### config.mk
export PLATFORM = sky130hd
export DESIGN_NAME = sc_phase_sequencer
export DESIGN_NICKNAME = d
export VERILOG_FILES = /design/src/rtl/sc_seq_pkg.sv /design/src/rtl/sc_phase_timer.sv /design/src/rtl/sc_phase_sequencer.sv
export SDC_FILE = /design/constraint.sdc
export NUM_CORES = 1
export LEC_CHECK = 0
export ABC_CLOCK_PERIOD_IN_PS = 3500
export CORE_MARGIN = 5
export CORE_UTILIZATION = 50
export CTS_CLUSTER_SIZE = 14
export DETAILED_ROUTE_END_ITERATION = 7
export HOLD_SLACK_MARGIN = 0.12
export PLACE_DENSITY = 0.74
export SLEW_MARGIN = 5
export SYNTH_ARGS = -nofsm -noshare
export SYNTH_HDL_FRONTEND = slang
export SYNTH_SLANG_ARGS = --single-unit
### constraint.sdc
create_clock -name clk -period 3.5 [get_ports clk]
set_input_delay 0.7 -clock clk [delete_from_list [all_inputs] [get_ports clk]]
set_output_delay 0.7 -clock clk [all_outputs]
set_load 0.05 [all_outputs]
### src/rtl/sc_seq_pkg.sv
// Shared types and default widths for the switched-capacitor phase sequencer.
// Contents: sc_state_t (sequencer FSM states), default counter widths.
// The INIT state exists in the enum for all builds; it is only reachable with SC_INIT_PRECHARGE_EN.
package sc_seq_pkg;

  localparam int CNT_W_DEF  = 8;   // phase-length / dead-time / burst counter width
  localparam int SCNT_W_DEF = 16;  // free-running sample counter width

  typedef enum logic [2:0] {
    IDLE,
    INIT,
    P1,
    D12,
    P2,
    D21
  } sc_state_t;

endpackage

### src/rtl/sc_phase_timer.sv
// Loadable down-counter shared by all sequencer phases; done is high while the count is zero.
// Latency: load takes effect on the next clock edge; done is a decode of the registered count.
// Ports: clk, rst (async, active-high), load/load_val (reload request), done (count == 0).
module sc_phase_timer #(
  parameter int W = 8
) (
  input  logic         clk,
  input  logic         rst,
  input  logic         load,
  input  logic [W-1:0] load_val,
  output logic         done
);

  logic [W-1:0] cnt_q;
  logic [W-1:0] cnt_d;

  always_comb begin
    cnt_d = cnt_q;
    if (load) begin
      cnt_d = load_val;
    end else if (cnt_q != '0) begin
      cnt_d = cnt_q - W'(1);
    end
  end

  always_ff @(posedge clk or posedge rst) begin
    if (rst) begin
      cnt_q <= '0;
    end else begin
      cnt_q <= cnt_d;
    end
  end

  // A state loaded with N-1 lasts exactly N clocks: the last one is where done is seen.
  assign done = (cnt_q == '0);

endmodule

### src/rtl/sc_phase_sequencer.sv
// Non-overlapping two-phase (phi1/phi2) switch-drive generator for the SC filter, with burst and sample flagging.
// Latency: phi1 rises on the first clock edge after en is sampled high; phi1/phi2 are registered.
// Flow: en is a level run request, honoured only in IDLE and at the end of D21; no backpressure.
// Ports: clk, rst (async, active-high), en, cfg_ph_len, cfg_dead, cfg_burst (latched at start),
//        phi1, phi2, busy, sample_valid (pulse on last P2 clock), sample_cnt (wrapping period count).
// Build option: SC_INIT_PRECHARGE_EN adds an INIT precharge phase (phi2 high INIT_LEN clocks, then dead, then P1).
module sc_phase_sequencer
  import sc_seq_pkg::*;
#(
  parameter int CNT_W  = CNT_W_DEF,
  parameter int SCNT_W = SCNT_W_DEF
`ifdef SC_INIT_PRECHARGE_EN
  ,
  parameter int INIT_LEN = 16
`endif
) (
  input  logic              clk,
  input  logic              rst,
  input  logic              en,
  input  logic [CNT_W-1:0]  cfg_ph_len,
  input  logic [CNT_W-1:0]  cfg_dead,
  input  logic [CNT_W-1:0]  cfg_burst,
  output logic              phi1,
  output logic              phi2,
  output logic              busy,
  output logic              sample_valid,
  output logic [SCNT_W-1:0] sample_cnt
);

  sc_state_t state_q, state_d;

  logic [CNT_W-1:0]  ph_len_q, ph_len_d;
  logic [CNT_W-1:0]  dead_q, dead_d;
  logic [CNT_W-1:0]  burst_q, burst_d;
  logic [CNT_W-1:0]  burst_cnt_q, burst_cnt_d;
  logic [SCNT_W-1:0] sample_cnt_q, sample_cnt_d;
  logic              need_low_q, need_low_d;
  logic              phi1_q, phi1_d;
  logic              phi2_q, phi2_d;
`ifdef SC_INIT_PRECHARGE_EN
  logic              init_gap_q, init_gap_d;
`endif

  logic              tmr_load;
  logic [CNT_W-1:0]  tmr_val;
  logic              tmr_done;
  logic              sample_pulse;

  // Timer reload values: a programmed length of 0 behaves like 1.
  logic [CNT_W-1:0]  ph_ld, dead_ld, cfg_ph_ld;
`ifdef SC_INIT_PRECHARGE_EN
  logic [CNT_W-1:0]  cfg_dead_ld;
  assign cfg_dead_ld = (cfg_dead == '0) ? '0 : cfg_dead - CNT_W'(1);
`endif
  assign ph_ld     = (ph_len_q == '0)   ? '0 : ph_len_q - CNT_W'(1);
  assign dead_ld   = (dead_q == '0)     ? '0 : dead_q - CNT_W'(1);
  assign cfg_ph_ld = (cfg_ph_len == '0) ? '0 : cfg_ph_len - CNT_W'(1);

  sc_phase_timer #(
    .W (CNT_W)
  ) u_timer (
    .clk      (clk),
    .rst      (rst),
    .load     (tmr_load),
    .load_val (tmr_val),
    .done     (tmr_done)
  );

  always_comb begin
    state_d      = state_q;
    ph_len_d     = ph_len_q;
    dead_d       = dead_q;
    burst_d      = burst_q;
    burst_cnt_d  = burst_cnt_q;
    sample_cnt_d = sample_cnt_q;
    need_low_d   = need_low_q;
`ifdef SC_INIT_PRECHARGE_EN
    init_gap_d   = init_gap_q;
`endif
    tmr_load     = 1'b0;
    tmr_val      = '0;
    sample_pulse = 1'b0;

    case (state_q)
      IDLE: begin
        // need_low_q blocks an automatic restart after a finished burst while en is still held.
        if (en && !need_low_q) begin
          ph_len_d    = cfg_ph_len;
          dead_d      = cfg_dead;
          burst_d     = cfg_burst;
          burst_cnt_d = '0;
          tmr_load    = 1'b1;
`ifdef SC_INIT_PRECHARGE_EN
          state_d     = INIT;
          tmr_val     = CNT_W'(INIT_LEN - 1);
`else
          state_d     = P1;
          tmr_val     = cfg_ph_ld;
`endif
        end else if (!en) begin
          need_low_d = 1'b0;
        end
      end

      INIT: begin
`ifdef SC_INIT_PRECHARGE_EN
        // The post-precharge gap reuses D21; init_gap_q makes it fall through to P1 unconditionally.
        if (tmr_done) begin
          state_d    = D21;
          init_gap_d = 1'b1;
          tmr_load   = 1'b1;
          tmr_val    = dead_ld;
        end
`else
        state_d = IDLE;
`endif
      end

      P1: begin
        if (tmr_done) begin
          state_d  = D12;
          tmr_load = 1'b1;
          tmr_val  = dead_ld;
        end
      end

      D12: begin
        if (tmr_done) begin
          state_d  = P2;
          tmr_load = 1'b1;
          tmr_val  = ph_ld;
        end
      end

      P2: begin
        if (tmr_done) begin
          sample_pulse = 1'b1;
          sample_cnt_d = sample_cnt_q + SCNT_W'(1);
          if (burst_q != '0) begin
            burst_cnt_d = burst_cnt_q + CNT_W'(1);
          end
          state_d  = D21;
          tmr_load = 1'b1;
          tmr_val  = dead_ld;
        end
      end

      D21: begin
        if (tmr_done) begin
`ifdef SC_INIT_PRECHARGE_EN
          if (init_gap_q) begin
            init_gap_d = 1'b0;
            state_d    = P1;
            tmr_load   = 1'b1;
            tmr_val    = ph_ld;
          end else
`endif
          if (en && ((burst_q == '0) || (burst_cnt_q != burst_q))) begin
            state_d  = P1;
            tmr_load = 1'b1;
            tmr_val  = ph_ld;
          end else begin
            // Leaving with en still high means the burst ran out: require en low before the next start.
            state_d    = IDLE;
            need_low_d = en;
          end
        end
      end

      default: begin
        state_d = IDLE;
      end
    endcase

    // Drives decode from the next state so the registered outputs line up with state_q.
    phi1_d = (state_d == P1);
    phi2_d = (state_d == P2) || (state_d == INIT);
  end

  always_ff @(posedge clk or posedge rst) begin
    if (rst) begin
      state_q      <= IDLE;
      ph_len_q     <= '0;
      dead_q       <= '0;
      burst_q      <= '0;
      burst_cnt_q  <= '0;
      sample_cnt_q <= '0;
      need_low_q   <= 1'b0;
      phi1_q       <= 1'b0;
      phi2_q       <= 1'b0;
`ifdef SC_INIT_PRECHARGE_EN
      init_gap_q   <= 1'b0;
`endif
    end else begin
      state_q      <= state_d;
      ph_len_q     <= ph_len_d;
      dead_q       <= dead_d;
      burst_q      <= burst_d;
      burst_cnt_q  <= burst_cnt_d;
      sample_cnt_q <= sample_cnt_d;
      need_low_q   <= need_low_d;
      phi1_q       <= phi1_d;
      phi2_q       <= phi2_d;
`ifdef SC_INIT_PRECHARGE_EN
      init_gap_q   <= init_gap_d;
`endif
    end
  end

  assign phi1         = phi1_q;
  assign phi2         = phi2_q;
  assign busy         = (state_q != IDLE);
  assign sample_valid = sample_pulse;
  assign sample_cnt   = sample_cnt_q;

endmodule

# Word-level counts from Yosys, hierarchy flattened
# Index checks and enable logic that the tools add are counted.
dict set report totals {
  ff_bits 62
  input_bits 27
  output_inout_bits 20
}
dict set report classes {
  n_addsub 6
  n_eq_ne 15
  mux 33
  reduce_logical 23
}
# op n
set ops {}
lappend ops {{8-bit 2-to-1 mux} 13}
lappend ops {{8-bit zero test} 5}
lappend ops {{8-bit case mux with 4 select lines} 1}
lappend ops {{8-bit by 1-bit subtractor with 8-bit output (second input constant)} 4}
lappend ops {{16-bit by 1-bit adder with 16-bit output (second input constant)} 1}
lappend ops {{8-bit case mux with 2 select lines} 1}
lappend ops {{8-bit nonzero test} 2}
lappend ops {{3-bit 2-to-1 mux} 5}
lappend ops {{3-bit case mux with 5 select lines} 1}
lappend ops {{2-bit inequality test (second input constant)} 7}
lappend ops {{3-bit by 2-bit == test with 1-bit output (second input constant)} 3}
lappend ops {{3-bit == test (second input constant)} 3}
lappend ops {{1-bit 2-to-1 mux} 9}
lappend ops {{8-bit by 1-bit adder with 8-bit output (second input constant)} 1}
lappend ops {{8-bit inequality test} 1}
lappend ops {{2-bit nonzero test} 3}
lappend ops {{5-bit AND reduction} 1}
lappend ops {{2-bit AND reduction} 2}
lappend ops {{4-bit AND reduction} 1}
lappend ops {{3-bit by 1-bit == test with 1-bit output (second input constant)} 1}
lappend ops {{3-bit zero test} 1}
lappend ops {{1-bit case mux with 3 select lines} 1}
lappend ops {{3-bit nonzero test} 1}
lappend ops {{3-bit OR reduction} 1}
lappend ops {{other kinds (6)} 8}

# Logic depth before layout (Yosys ltp)
# Gate-level depths: netlist of run 1.
dict set report depth {
  ltp_word 8
  depth_mapped 10
  ltp_nobuf 8
}

# Hierarchy
# Synthesis of run 1 repeated with hierarchy kept, for this count alone.
dict set report unflattened {
  hier_cells 405
  hier_area_um2 3666.0
}
# module n_inst cells_per_inst area_per_inst_um2
set modules_own_cells {}
lappend modules_own_cells {sc_phase_sequencer 1 349 3169.3}
lappend modules_own_cells {sc_phase_timer 1 56 496.7}

# Worst setup path before layout of run 1
# Ideal clock, no wire load.
dict set report synth_path {
  kind {register to register}
  from {register u_timer.cnt_q[0]}
  to {register sample_cnt_q[15] (netlist: sample_cnt[15])}
  t_arrival_ns 2.157
  path_slack_ns 1.203
  path_stages_with_launch 11
  path_buffers 2
  period_less_slack_ns 2.297
  cell_sequence {dfrtp_1 > inv_1 > ha_1 > nor4b_4 > and3_1 > buf_4 > and3_2 > and4_1 > buf_4 > nand4_2 > xnor2_1}
}
dict set report synth_via {
  elab_chain_cells 2
}
# element line_no
set synth_rtl {}
lappend synth_rtl {{start: declaration} sc_phase_timer.sv:14} ;# logic [W-1:0] cnt_q;
lappend synth_rtl {{start signal: assignment} sc_phase_timer.sv:30} ;# cnt_q <= cnt_d;
lappend synth_rtl {{8-bit zero test} sc_phase_timer.sv:35} ;# assign done = (cnt_q == '0);
lappend synth_rtl {{2-bit AND reduction (no source line)} -}
lappend synth_rtl {{end signal: assignment} sc_phase_sequencer.sv:200} ;# sample_cnt_q <= sample_cnt_d;
lappend synth_rtl {{end: declaration} sc_phase_sequencer.sv:36} ;# logic [SCNT_W-1:0] sample_cnt_q, sample_cnt_d;
# No other way between the ends.
# A chain may end at the register's enable or synchronous reset.

# Final worst setup path of run 1
dict set report layout_path {
  from {register state_q[2]}
  to {output sample_valid}
}
dict set report layout_via {
  elab_chain_cells 2
}
# element line_no
set layout_rtl {}
lappend layout_rtl {{start: declaration} sc_phase_sequencer.sv:30} ;# sc_state_t state_q, state_d;
lappend layout_rtl {{start signal: assignment} sc_phase_sequencer.sv:195} ;# state_q <= state_d;
lappend layout_rtl {{3-bit == test} sc_phase_sequencer.sv:84} ;# case (state_q)
lappend layout_rtl {{1-bit 2-to-1 mux} sc_phase_sequencer.sv:84}
lappend layout_rtl {{end: declaration} sc_phase_sequencer.sv:26} ;# output logic sample_valid,
# No other way between the ends.

==> impl_results.md, run 1 <==
- Status: completed
- CP Class: reg2out
- Syn. warnings: 0
- Crit end category: output port
- Sequential area share after synthesis: roughly 45%
- Relative slew slack: a little over half
- Pwr/cell area: around 510 mW/mm^2
- # resized after CTS: 0
- Overall die height: 93.33 um
- Final hold slack: around 470 ps
- Design Area, Final: 0.004272 mm^2
- Worst setup path start: state_q[2]$_DFF_PP0_
- Grt ovf: 0
- Worst R2R Path Depth: 7
- N_diodes: 0
- Gate Count Post-Synth: 373
- Max-cap violations: 0
- #FFs+latches synth: 62
- Max Slew Vio Count: 0
- Die Area: 0.008710 mm^2
- 1st-iter DRT viols: 102
- GRT Util Overall: 19.22%
- Area Overhead vs Synth: 23.03%
- Routed Wire Length: 7612 um
- Clk root buf: clkbuf_8
- Commonest non-fill, non-tap cell in the layout: nand2_1
- HP Class: reg2reg
- Nets: 461
- R2r setup slk: 1120 ps
- Worst skew pair latency: 350 ps
- TritonCTS clock tree: yes
- Synth Area per Inst: around 9.3 um^2
- Tcrit/Tclk final: 92.83%
- DRC Markers: 0
- Library cells used by synthesis: 51
- Number of flops mapped to enable cells by yosys: 0
- First-pass GRT wire length: approximately 13000 um
- Worst vdd ir: approximately 0.28 mV
- DR vias/cell: 5.305
- Clk sinks: 62
- Slew @ Worst Pin: 690.6 ps
- H-tree levels: 3
- Placed cell area: 0.004050 mm^2
- Placement Setup Slack: 553.9 ps
- Longest Clk Path Bufs: 2
- Largest net degree at the start of global routing: 25
- HP Start: sample_cnt[15]$_DFFE_PP0P_
- Async SR Flop Fraction: between 90% and 100%
- Hold_buf cts: 0
- Share of layout cells above drive strength 1: 8.625%
- Hold EP: sample_cnt[15]$_DFFE_PP0P_
- Max Freq: 0.3078 GHz
- Leading cell types in the layout, fill and taps excluded: nand2_1 (85), dfrtp_1 (62), clkdlybuf4s50_1 (46)
- RSZ-0062 raised after global routing: false
- Antenna viol nets, final: 0
- Crit start category: register
- Final hold violation count: 0
- Vias in the first global route: roughly 2800
- Final setup fails: 0
- DP HPWL: 5721 um
- Worst endpoint required time: 2800 ps
- Clock-pin slew on the worst setup and hold paths: approximately 70 ps
- R2R Path End: u_timer.cnt_q[0]$_DFFE_PP0P_
- Final min period: 3249 ps
- Hold Path Cell Cnt: 1
- # Post-CTS Setup Buffers: 0
- Placeable Area: 0.006794 mm^2
- Primary FF master, synth: dfrtp_1
- Number of antenna violations at the first check in global routing: 0
- R2R Path Start: u_timer.cnt_q[0]$_DFFE_PP0P_
- Core Rows: 30
- Post-Syn Area: 0.003472 mm^2
- Vias after detailed routing: approximately 2800
- Ports: 47
- Wirelength per Cell: 14.50 um
- Max FO, Critical Path: 10
- CP arrival: 2550 ps
- Overall die width: 93.33 um
- Initial Util: 51.10%
- Port Buf Inserts: 46
- Final GP Congestion: 0.8887
- First-pass DRT Iterations: 4
- Worst setup margin: 250.9 ps
- Final cell count without fillers: 525
- P_leak: 0.001877 uW
- Post-Route Setup TNS: 0 ps
- Cts bufs inserted: 9
- Clk_skew: 9.677 ps
- Net Count, Synth: 410
- Placed cells: 509
[where the power goes]
part           switching [uW]  leakage [uW]  internal [uW]
Clock                     306      0.000106            403
Combinational             262      0.000970            253
Sequential                149      0.000801            827
[worst max path at each step]
stage / slack (ps) / endpoint / depth (start not counted)
5_1_grt: 70 / sample_valid / 3
2_1_floorplan: 1200 / sample_cnt[15]$_DFFE_PP0P_ / 10
3_3_place_gp: 600 / u_timer.cnt_q[7]$_DFFE_PP0P_ / 6
3_5_place_dp: 550 / u_timer.cnt_q[7]$_DFFE_PP0P_ / 6
6_report: 250 / sample_valid / 3
4_1_cts: 250 / sample_valid / 3
[stage by stage]
stage	power, uW	utilization, %
after floorplan	1337	-
after global placement	1483	59.61
after detailed placement	1499	59.61
after CTS	2213	62.87
after global routing	2333	62.87
final	2199	62.87
[critical path, cell delays in order (launching register included)]
cell and delay [ps]:
dfrtp_1 560, nor3b_1 440, and3_1 350, clkdlybuf4s50_1 850
[cells in the mapped netlist, types with 2 or more instances]
master	count	area, um^2
or3_1	4	25.02
o211ai_1	2	15.01
o22ai_1	4	25.02
o22a_1	3	26.28
inv_1	15	56.30
buf_2	3	15.01
xor2_1	16	140.1
and4_1	2	17.52
o221ai_1	5	43.79
nor4b_1	2	17.52
nor4_1	4	25.02
mux2i_1	5	50.05
nand2b_1	3	18.77
a21oi_1	12	60.06
nor2_1	25	93.84
o21ai_0	12	60.06
and3_1	5	31.28
nor2b_1	2	12.51
nand3_1	7	35.03
clkbuf_1	7	26.28
nor3_1	6	30.03
buf_4	2	15.01
nand4_1	8	50.05
xnor2_1	33	289.0
ha_1	10	125.1
dfrtp_1	62	1551
or4_1	6	45.04
nand2_1	85	319.1
[registers in the layout, indices dropped and copies added (netlist names)]
name,cells
sample_cnt,16
burst_cnt_q,8
burst_q,8
dead_q,8
ph_len_q,8
u_timer.cnt_q,8
state_q,3
need_low_q,1
phi1,1
phi2,1
[layout make-up]
cell class	count	area, um^2
clock buffer	9	123.9
timing repair buffer	52	505.5
fill	577	2522
tap	96	120.1
clock inverter	7	97.59
inverter	15	56.30
multi-input combinational	284	1817
sequential	62	1551
[cells by family (layout without fill, tap and decap cells)]
group / count (synthesis) / after routing / share of synthesized area (%)
simple gates: 170 / 170 / 24.54
flops: 62 / 62 / 44.68
compound gates: 49 / 49 / 9.802
xor+xnor: 49 / 49 / 12.36
buf+inv: 27 / 83 / 3.243
fa+ha+maj: 10 / 10 / 3.604
mux: 6 / 6 / 1.766
[metal layers]
layer | up-vias | GRT usage, % | share of wire (%)
li1 | 1380 | - | -
met1 | 1323 | 25.00 | 47
met2 | 68 | 29.96 | 46
met3 | 14 | 5.471 | 5.0
met4 | 0 | 8.059 | 2.0
met5 | - | 0 | 0
Power figures use the tool's default switching activity.
==> run 2: changes to the inputs <==
--- a/config.mk
+++ b/config.mk
@@ -7,11 +7,11 @@
 export LEC_CHECK = 0
 export ABC_CLOCK_PERIOD_IN_PS = 3500
 export CORE_MARGIN = 5
-export CORE_UTILIZATION = 50
+export CORE_UTILIZATION = 59
 export CTS_CLUSTER_SIZE = 14
 export DETAILED_ROUTE_END_ITERATION = 7
 export HOLD_SLACK_MARGIN = 0.12
-export PLACE_DENSITY = 0.74
+export PLACE_DENSITY = 0.85
 export SLEW_MARGIN = 5
 export SYNTH_ARGS = -nofsm -noshare
 export SYNTH_HDL_FRONTEND = slang
==> run 2 against run 1 <==
Compared with the run above: design area fell by 1.2%; clock-buffer cell count increased by 2; utilization grew 9.7 points; largest cell class unchanged; combinational power is essentially flat; clock skew is 1.1 ps lower; critical path type unchanged; largest power group unchanged; clock power is 7.2% lower; flip-flop and latch count stayed put; wire length grew 1.1%; maximum frequency up 11%; final cell count shrank 4.4%; via count increased by 3.7%.
==> impl_results.md, run 2 (synthesized netlist as in run 1, its figures left out) <==
- Fillcell total: 448 (was 577)
- Logic pwr share: 23.8% (was 23.4%)
- Cts bufs inserted: 9 (unchanged)
- Final hold violation count: 0 (unchanged)
- CP top delay family: simple AND/OR/NAND/NOR gates (was buffers and inverters)
- HP Class: reg2reg (unchanged)
- Int Pwr: 1444 uW (was 1482 uW)
- Clk sinks: 62 (unchanged)
- Placed cells: 486 (was 509)
- Number of antenna violations at the first check in global routing: 0 (unchanged)
- Final setup fails: 0 (unchanged)
- Largest net degree at the start of global routing: 34 (was 25)
- Worst vdd ir: 0.4625 mV (was 0.2842 mV)
- R2R Path Start: u_timer.cnt_q[0]$_DFFE_PP0P_ (unchanged)
- First-pass GRT wire length: 13170 um (was 13140 um)
- Share of layout cells above drive strength 1: 8.197% (was 8.625%)
- Worst skew pair latency: 350 ps (about the same)
- Clock-pin slew on the worst setup and hold paths: 70 ps (about the same)
- Pwr/cell area: 509.0 mW/mm^2 (was 514.8 mW/mm^2)
- CP Cell Sequence: inv_1 -> ha_1 -> nor4b_4 -> and3_1 -> dlymetal6s2s_1 (was nor3b_1 -> and3_1 -> clkdlybuf4s50_1)
- RSZ-0062 raised after global routing: false (unchanged)
- Clk_skew: 8.595 ps (was 9.677 ps)
- Max FO, Critical Path: 6 (was 10)
- Max Slew Vio Count: 0 (unchanged)
- Final GP Congestion: 0.9184 (was 0.8887)
- Final min period: 2924 ps (was 3249 ps)
- Buf/Inv on CP: 2 (was 1)
- R2R Path End: u_timer.cnt_q[0]$_DFFE_PP0P_ (unchanged)
- Worst R2R Path Depth: 7 (unchanged)
- First-pass DRT Iterations: 5 (was 4)
- Tcrit/Tclk final: 83.54% (was 92.83%)
- Worst setup path endpoint: sample_valid (unchanged)
- R2r setup slk: 1050 ps (was 1120 ps)
- TritonCTS clock tree: yes (unchanged)
- Vias after detailed routing: 2889 (was 2785)
- Die Area: 0.007519 mm^2 (was 0.008710 mm^2)
- Nets: 459 (was 461)
- Wirelength per Cell: 15.33 um (was 14.50 um)
- Final cell count without fillers: 502 (was 525)
- Crit start category: register (unchanged)
- Overall die height: 86.71 um (was 93.33 um)
- Max reg flops: 16 (unchanged)
- Commonest non-fill, non-tap cell in the layout: nand2_1 (unchanged)
- GRT Util Overall: 22.31% (was 19.22%)
- WP depth: 5 (was 3)
- Longest Clk Path Bufs: 2 (unchanged)
- Worst endpoint required time: 2800 ps (about the same)
- Antenna viol nets, final: 0 (unchanged)
- CP arrival: 2220 ps (was 2550 ps)
- Pwr Total: 2148 uW (was 2199 uW)
- N_diodes: 0 (unchanged)
- Port Buf Inserts: 46 (unchanged)
- Worst setup path start: u_timer.cnt_q[0]$_DFFE_PP0P_ (was state_q[2]$_DFF_PP0_)
- Ports: 47 (unchanged)
- Top Layer Used: met4 (unchanged)
- DRC Markers: 0 (unchanged)
- DR vias/cell: 5.755 (was 5.305)
- Critical path's slowest cell: dlymetal6s2s_1 (was clkdlybuf4s50_1)
- DP HPWL: 5654 um (was 5721 um)
- Design Area, Final: 0.004220 mm^2 (was 0.004272 mm^2)
- Crit end category: output port (unchanged)
- Area Overhead vs Synth: 21.55% (was 23.03%)
- Clk pwr share: 30.6% (was 32.2%)
- Core Rows: 28 (was 30)
- Post-Route Setup TNS: 0 ps (unchanged)
- Initial Util: 59.70% (was 51.10%)
- Max Freq: 0.3420 GHz (was 0.3078 GHz)
- H-tree levels: 3 (unchanged)
- Max-cap violations: 0 (unchanged)
- Routed Wire Length: 7697 um (was 7612 um)
- Critical Path Max Stage Delay: 460 ps (was 850 ps)
- Worst setup margin: 576.2 ps (was 250.9 ps)
- Sequential Power Share: 45.6% (was 44.4%)
- Vias in the first global route: 2823 (was 2813)
- # Post-CTS Setup Buffers: 0 (unchanged)
- Routed wl met2: 3811 um (was 3536 um)
- Grt ovf: 0 (unchanged)
- Clk root buf: clkbuf_8 (unchanged)
- Status: completed (unchanged)
- Met3 WL: 394 um (was 378 um)
- Overall die width: 86.71 um (was 93.33 um)
- Placed cell area: 0.004009 mm^2 (was 0.004050 mm^2)
- P_leak: 0.001877 uW (about the same)
- 1st-iter DRT viols: 192 (was 102)
- Sw Pwr: 704.5 uW (was 716.6 uW)
- Wl on met1: 3284 um (was 3543 um)
- Placeable Area: 0.005816 mm^2 (was 0.006794 mm^2)
- Sw Ratio: 32.79% (was 32.59%)
- Placement Setup Slack: 563.6 ps (was 553.9 ps)
- Relative slew slack: 51.40% (was 53.46%)
- Slew @ Worst Pin: 721.0 ps (was 690.6 ps)
- CP Class: reg2out (unchanged)
- Leading cell types in the layout, fill and taps excluded: nand2_1 (85), dfrtp_1 (62), clkdlybuf4s50_1 (45) (was nand2_1 (85), dfrtp_1 (62), clkdlybuf4s50_1 (46))
[run 2: worst min-delay path by stage]
| stage | from | to | cells past startpoint |
|---|---|---|---|
| after floorplan | burst_q[3]$_DFFE_PP0P_ | burst_q[3]$_DFFE_PP0P_ | 2 |
| after global placement | sample_cnt[15]$_DFFE_PP0P_ | sample_cnt[15]$_DFFE_PP0P_ | 1 |
| after detailed placement | sample_cnt[15]$_DFFE_PP0P_ | sample_cnt[15]$_DFFE_PP0P_ | 1 |
| after CTS | sample_cnt[15]$_DFFE_PP0P_ | sample_cnt[15]$_DFFE_PP0P_ | 1 |
| after global routing | sample_cnt[15]$_DFFE_PP0P_ | sample_cnt[15]$_DFFE_PP0P_ | 1 |
| final | sample_cnt[15]$_DFFE_PP0P_ | sample_cnt[15]$_DFFE_PP0P_ | 1 |
[run 2: final cells by class]
class | count | area (um^2) | share of cell area (%)
multi-input combinational | 284 | 1817 | 43.05
clock inverter | 5 | 57.56 | 1.364
timing repair buffer | 50 | 493.0 | 11.68
tap | 75 | 93.84 | 2.224
sequential | 62 | 1551 | 36.76
inverter | 15 | 56.30 | 1.334
clock buffer | 11 | 151.4 | 3.587
[run 2: metrics by stage]
step | utilization, % | hold slack [ps]
after global placement | 68.93 | 459.3
after CTS | 72.53 | 490.5
final | 72.57 | 476.7
after floorplan | - | 479.9
after detailed placement | 68.93 | 477.3
after global routing | 72.57 | 510.4
[run 2: power by group through the flow]
stage	logic [uW]	registers, uW	clock network, uW
finish	512	979	657
CTS	514	974	669
detailed placement	508	986	0
floorplan	388	949	0
global placement	494	979	0
global route	567	999	706
[run 2: metal layers]
layer,vias up,track usage (%)
met5,-,0
met4,0,10.62
met3,20,5.418
met2,95,34.91
met1,1402,29.12
li1,1372,-
[run 2: worst reg2reg max path, cell delays in order (launching register included)]
cell and delay, ps:
dfrtp_1 370, inv_1 120, ha_1 190, or4b_1 470, nor2_1 410, nor2_1 170, a31oi_2 390, o221ai_1 190
[run 2: repair_timing]
item,CTS,global route
resized for setup,0,1
endpoints found under the setup margin,0,1
hold buffers,0,0
hold endpoints to repair,0,0
==> run 3: changes to the inputs <==
--- a/config.mk
+++ b/config.mk
@@ -5,13 +5,13 @@
 export SDC_FILE = /design/constraint.sdc
 export NUM_CORES = 1
 export LEC_CHECK = 0
-export ABC_CLOCK_PERIOD_IN_PS = 3500
+export ABC_CLOCK_PERIOD_IN_PS = 2380
 export CORE_MARGIN = 5
-export CORE_UTILIZATION = 59
+export CORE_UTILIZATION = 50
 export CTS_CLUSTER_SIZE = 14
 export DETAILED_ROUTE_END_ITERATION = 7
 export HOLD_SLACK_MARGIN = 0.12
-export PLACE_DENSITY = 0.85
+export PLACE_DENSITY = 0.77
 export SLEW_MARGIN = 5
 export SYNTH_ARGS = -nofsm -noshare
 export SYNTH_HDL_FRONTEND = slang
==> constraint.sdc (replaced) <==
create_clock -name clk -period 2.38 [get_ports clk]
set_input_delay 0.476 -clock clk [delete_from_list [all_inputs] [get_ports clk]]
set_output_delay 0.476 -clock clk [all_outputs]
set_load 0.05 [all_outputs]
==> run 3 against run 2 <==
Compared with the run above: register-to-register slack got worse by 890 ps; largest power group unchanged; first-iteration DRC count fell by 28%; clock skew barely moved; clock power rose by 23%; sequential share of layout area fell by 1.5 points; utilization fell by 7.8 points; highest routed layer unchanged; non-clock buffer count rose by 19; via count fell by 2.1%; flip-flop and latch count did not move; die area rose by 16%; design area rose by 4.2%; hold slack improved by 1.0 ps; critical endpoint unchanged.
==> impl_results.md, run 3 (synthesized netlist as in run 1, its figures left out) <==
- Share of layout cells above drive strength 1: 13.23% (was 8.197%)
- Clk sinks: 62 (unchanged)
- DR vias/cell: 5.218 (was 5.755)
- Worst vdd ir: 0.3808 mV (was 0.4625 mV)
- Port Buf Inserts: 46 (unchanged)
- DP HPWL: 5572 um (was 5654 um)
- Leading cell types in the layout, fill and taps excluded: nand2_1 (85), dfrtp_1 (62), clkdlybuf4s50_1 (44) (was nand2_1 (85), dfrtp_1 (62), clkdlybuf4s50_1 (45))
- 1st-iter DRT viols: 138 (was 192)
- Clk root buf: clkbuf_8 (unchanged)
- Storage cell area: 0.001551 mm^2 (unchanged)
- Number of antenna violations at the first check in global routing: 0 (unchanged)
- Pwr Total: 3027 uW (was 2148 uW)
- Tcrit/Tclk final: between 90% and 100%
- HP Class: reg2reg (unchanged)
- Final setup fails: 0 (unchanged)
- Max FO, Critical Path: 5 (was 6)
- Placement Setup Slack: -23.39 ps (was 563.6 ps)
- Final min period: 2257 ps
- Status: completed (unchanged)
- Worst setup margin: 123.1 ps (was 576.2 ps)
- Largest net degree at the start of global routing: 63 (was 34)
- Hold EP: sample_cnt[15]$_DFFE_PP0P_ (unchanged)
- Worst R2R Path Depth: 6 (was 7)
- CP top delay family: buffers and inverters (was simple AND/OR/NAND/NOR gates)
- Hold Path Cell Cnt: 1 (unchanged)
- Cts bufs inserted: 9 (unchanged)
- Multi-input gate area: 0.001826 mm^2 (was 0.001817 mm^2)
- CP Class: reg2out (unchanged)
- Worst endpoint required time: 1900 ps (was 2800 ps)
- Crit end category: output port (unchanged)
- Worst skew pair latency: 340 ps (was 350 ps)
- Overall die height: 93.33 um (was 86.71 um)
- Core Util, Final: 64.73% (was 72.57%)
- Grt ovf: 0 (unchanged)
- Vias in the first global route: 2770 (was 2823)
- Routed Wire Length: 7553 um (was 7697 um)
- Die Area: 0.008710 mm^2 (was 0.007519 mm^2)
- Core Rows: 30 (was 28)
- R2R Path End: u_timer.cnt_q[6]$_DFFE_PP0P_ (was u_timer.cnt_q[0]$_DFFE_PP0P_)
- Buf/Inv on CP: 4 (was 2)
- Vias after detailed routing: 2828 (was 2889)
- Ports: 47 (unchanged)
- R2r setup slk: 160 ps (was 1050 ps)
- Pwr/cell area: 688.2 mW/mm^2 (was 509.0 mW/mm^2)
- Hold_buf cts: 0 (unchanged)
- Max-cap violations: 0 (unchanged)
- Fillcell total: 549 (was 448)
- Critical path's slowest cell: dfrtp_1 (was dlymetal6s2s_1)
- Critical Path Max Stage Delay: 390 ps (was 460 ps)
- P_leak: 0.001949 uW (was 0.001877 uW)
- Final GP Congestion: 0.8412 (was 0.9184)
- RSZ-0062 raised after global routing: false (unchanged)
- Initial Util: 51.10% (was 59.70%)
- CP arrival: 1780 ps (was 2220 ps)
- First-pass DRT Iterations: 4 (was 5)
- Overall die width: 93.33 um (was 86.71 um)
- Nets: 478 (was 459)
- Area Overhead vs Synth: 26.67% (was 21.55%)
- Max Slew Vio Count: 0 (unchanged)
- Clk_skew: 8.423 ps (was 8.595 ps)
- CP Cell Sequence: inv_1 -> ha_1 -> nor4b_4 -> buf_4 -> and3_4 -> buf_6 -> buf_12 (was inv_1 -> ha_1 -> nor4b_4 -> and3_1 -> dlymetal6s2s_1)
- DRC Markers: 0 (unchanged)
- Clock-pin slew on the worst setup and hold paths: 70 ps (about the same)
- Max reg flops: 16 (unchanged)
- Max Freq: roughly 0.44 GHz
- Commonest non-fill, non-tap cell in the layout: nand2_1 (unchanged)
- Wirelength per Cell: 13.94 um (was 15.33 um)
- TritonCTS clock tree: yes (unchanged)
- Final hold violation count: 0 (unchanged)
- HP Start: sample_cnt[15]$_DFFE_PP0P_ (unchanged)
- Antenna viol nets, final: 0 (unchanged)
- First-pass GRT wire length: 12880 um (was 13170 um)
- N_diodes: 0 (unchanged)
- Worst setup path start: u_timer.cnt_q[1]$_DFFE_PP0P_ (was u_timer.cnt_q[0]$_DFFE_PP0P_)
- Longest Clk Path Bufs: 2 (unchanged)
- Slew @ Worst Pin: 497.8 ps (was 721.0 ps)
- Placeable Area: 0.006794 mm^2 (was 0.005816 mm^2)
- R2R Path Start: dead_q[5]$_DFFE_PP0P_ (was u_timer.cnt_q[0]$_DFFE_PP0P_)
- GRT Util Overall: 18.64% (was 22.31%)
- H-tree levels: 3 (unchanged)
- Relative slew slack: 66.35% (was 51.40%)
- Crit start category: register (unchanged)
run 3: cell types whose count changed in the layout (fill, tap and decap cells not counted), sizes merged:
cell / before / now
buf: 4 / 25
bufinv: 1 / 0
clkbuf: 11 / 10
clkdlybuf4s50: 45 / 44
clkinv: 1 / 3
dlymetal6s2s: 1 / 0
run 3: through the flow:
stage	setup TNS (ps)	hold slack (ps)	area [um^2]	std cells
3_5_place_dp	-23.43	476.5	4203	525
5_1_grt	0	510.5	4398	542
3_3_place_gp	0	460.0	4203	525
6_report	0	477.7	4398	542
4_1_cts	0	490.0	4385	542
2_1_floorplan	0	479.9	3472	373
run 3: worst max path at each step:
stage / endpoint / slack (ps) / cells past startpoint
final: sample_valid / 120 / 7
after CTS: sample_valid / 60 / 7
after global routing: sample_valid / 10 / 7
after global placement: burst_cnt_q[7]$_DFFE_PP0P_ / 10 / 7
after detailed placement: burst_cnt_q[6]$_DFFE_PP0P_ / -20 / 7
after floorplan: sample_cnt[15]$_DFFE_PP0P_ / 80 / 10
run 3: final cells by class:
type,instances,area share [%]
multi-input combinational,284,41.51
sequential,62,35.28
timing repair buffer,69,15.22
clock buffer,10,3.129
tap,96,2.731
inverter,15,1.280
clock inverter,6,0.8535
run 3: power breakdown:
| part | internal, uW | switching (uW) | total (uW) |
|---|---|---|---|
| Combinational | 396 | 393 | 789 |
| Clock | 399 | 411 | 810 |
| Sequential | 1220 | 211 | 1430 |
run 3: per-layer routing:
metal  GRT usage [%]  wire (um)
met1           24.74       3531
met2           29.42       3521
met3           4.183        348
met4           7.570        152
met5               0          0
run 3: timing repair:
item	CTS	global route
gates resized for setup	0	4
setup endpoints to repair	1	3
setup buffers	1	0
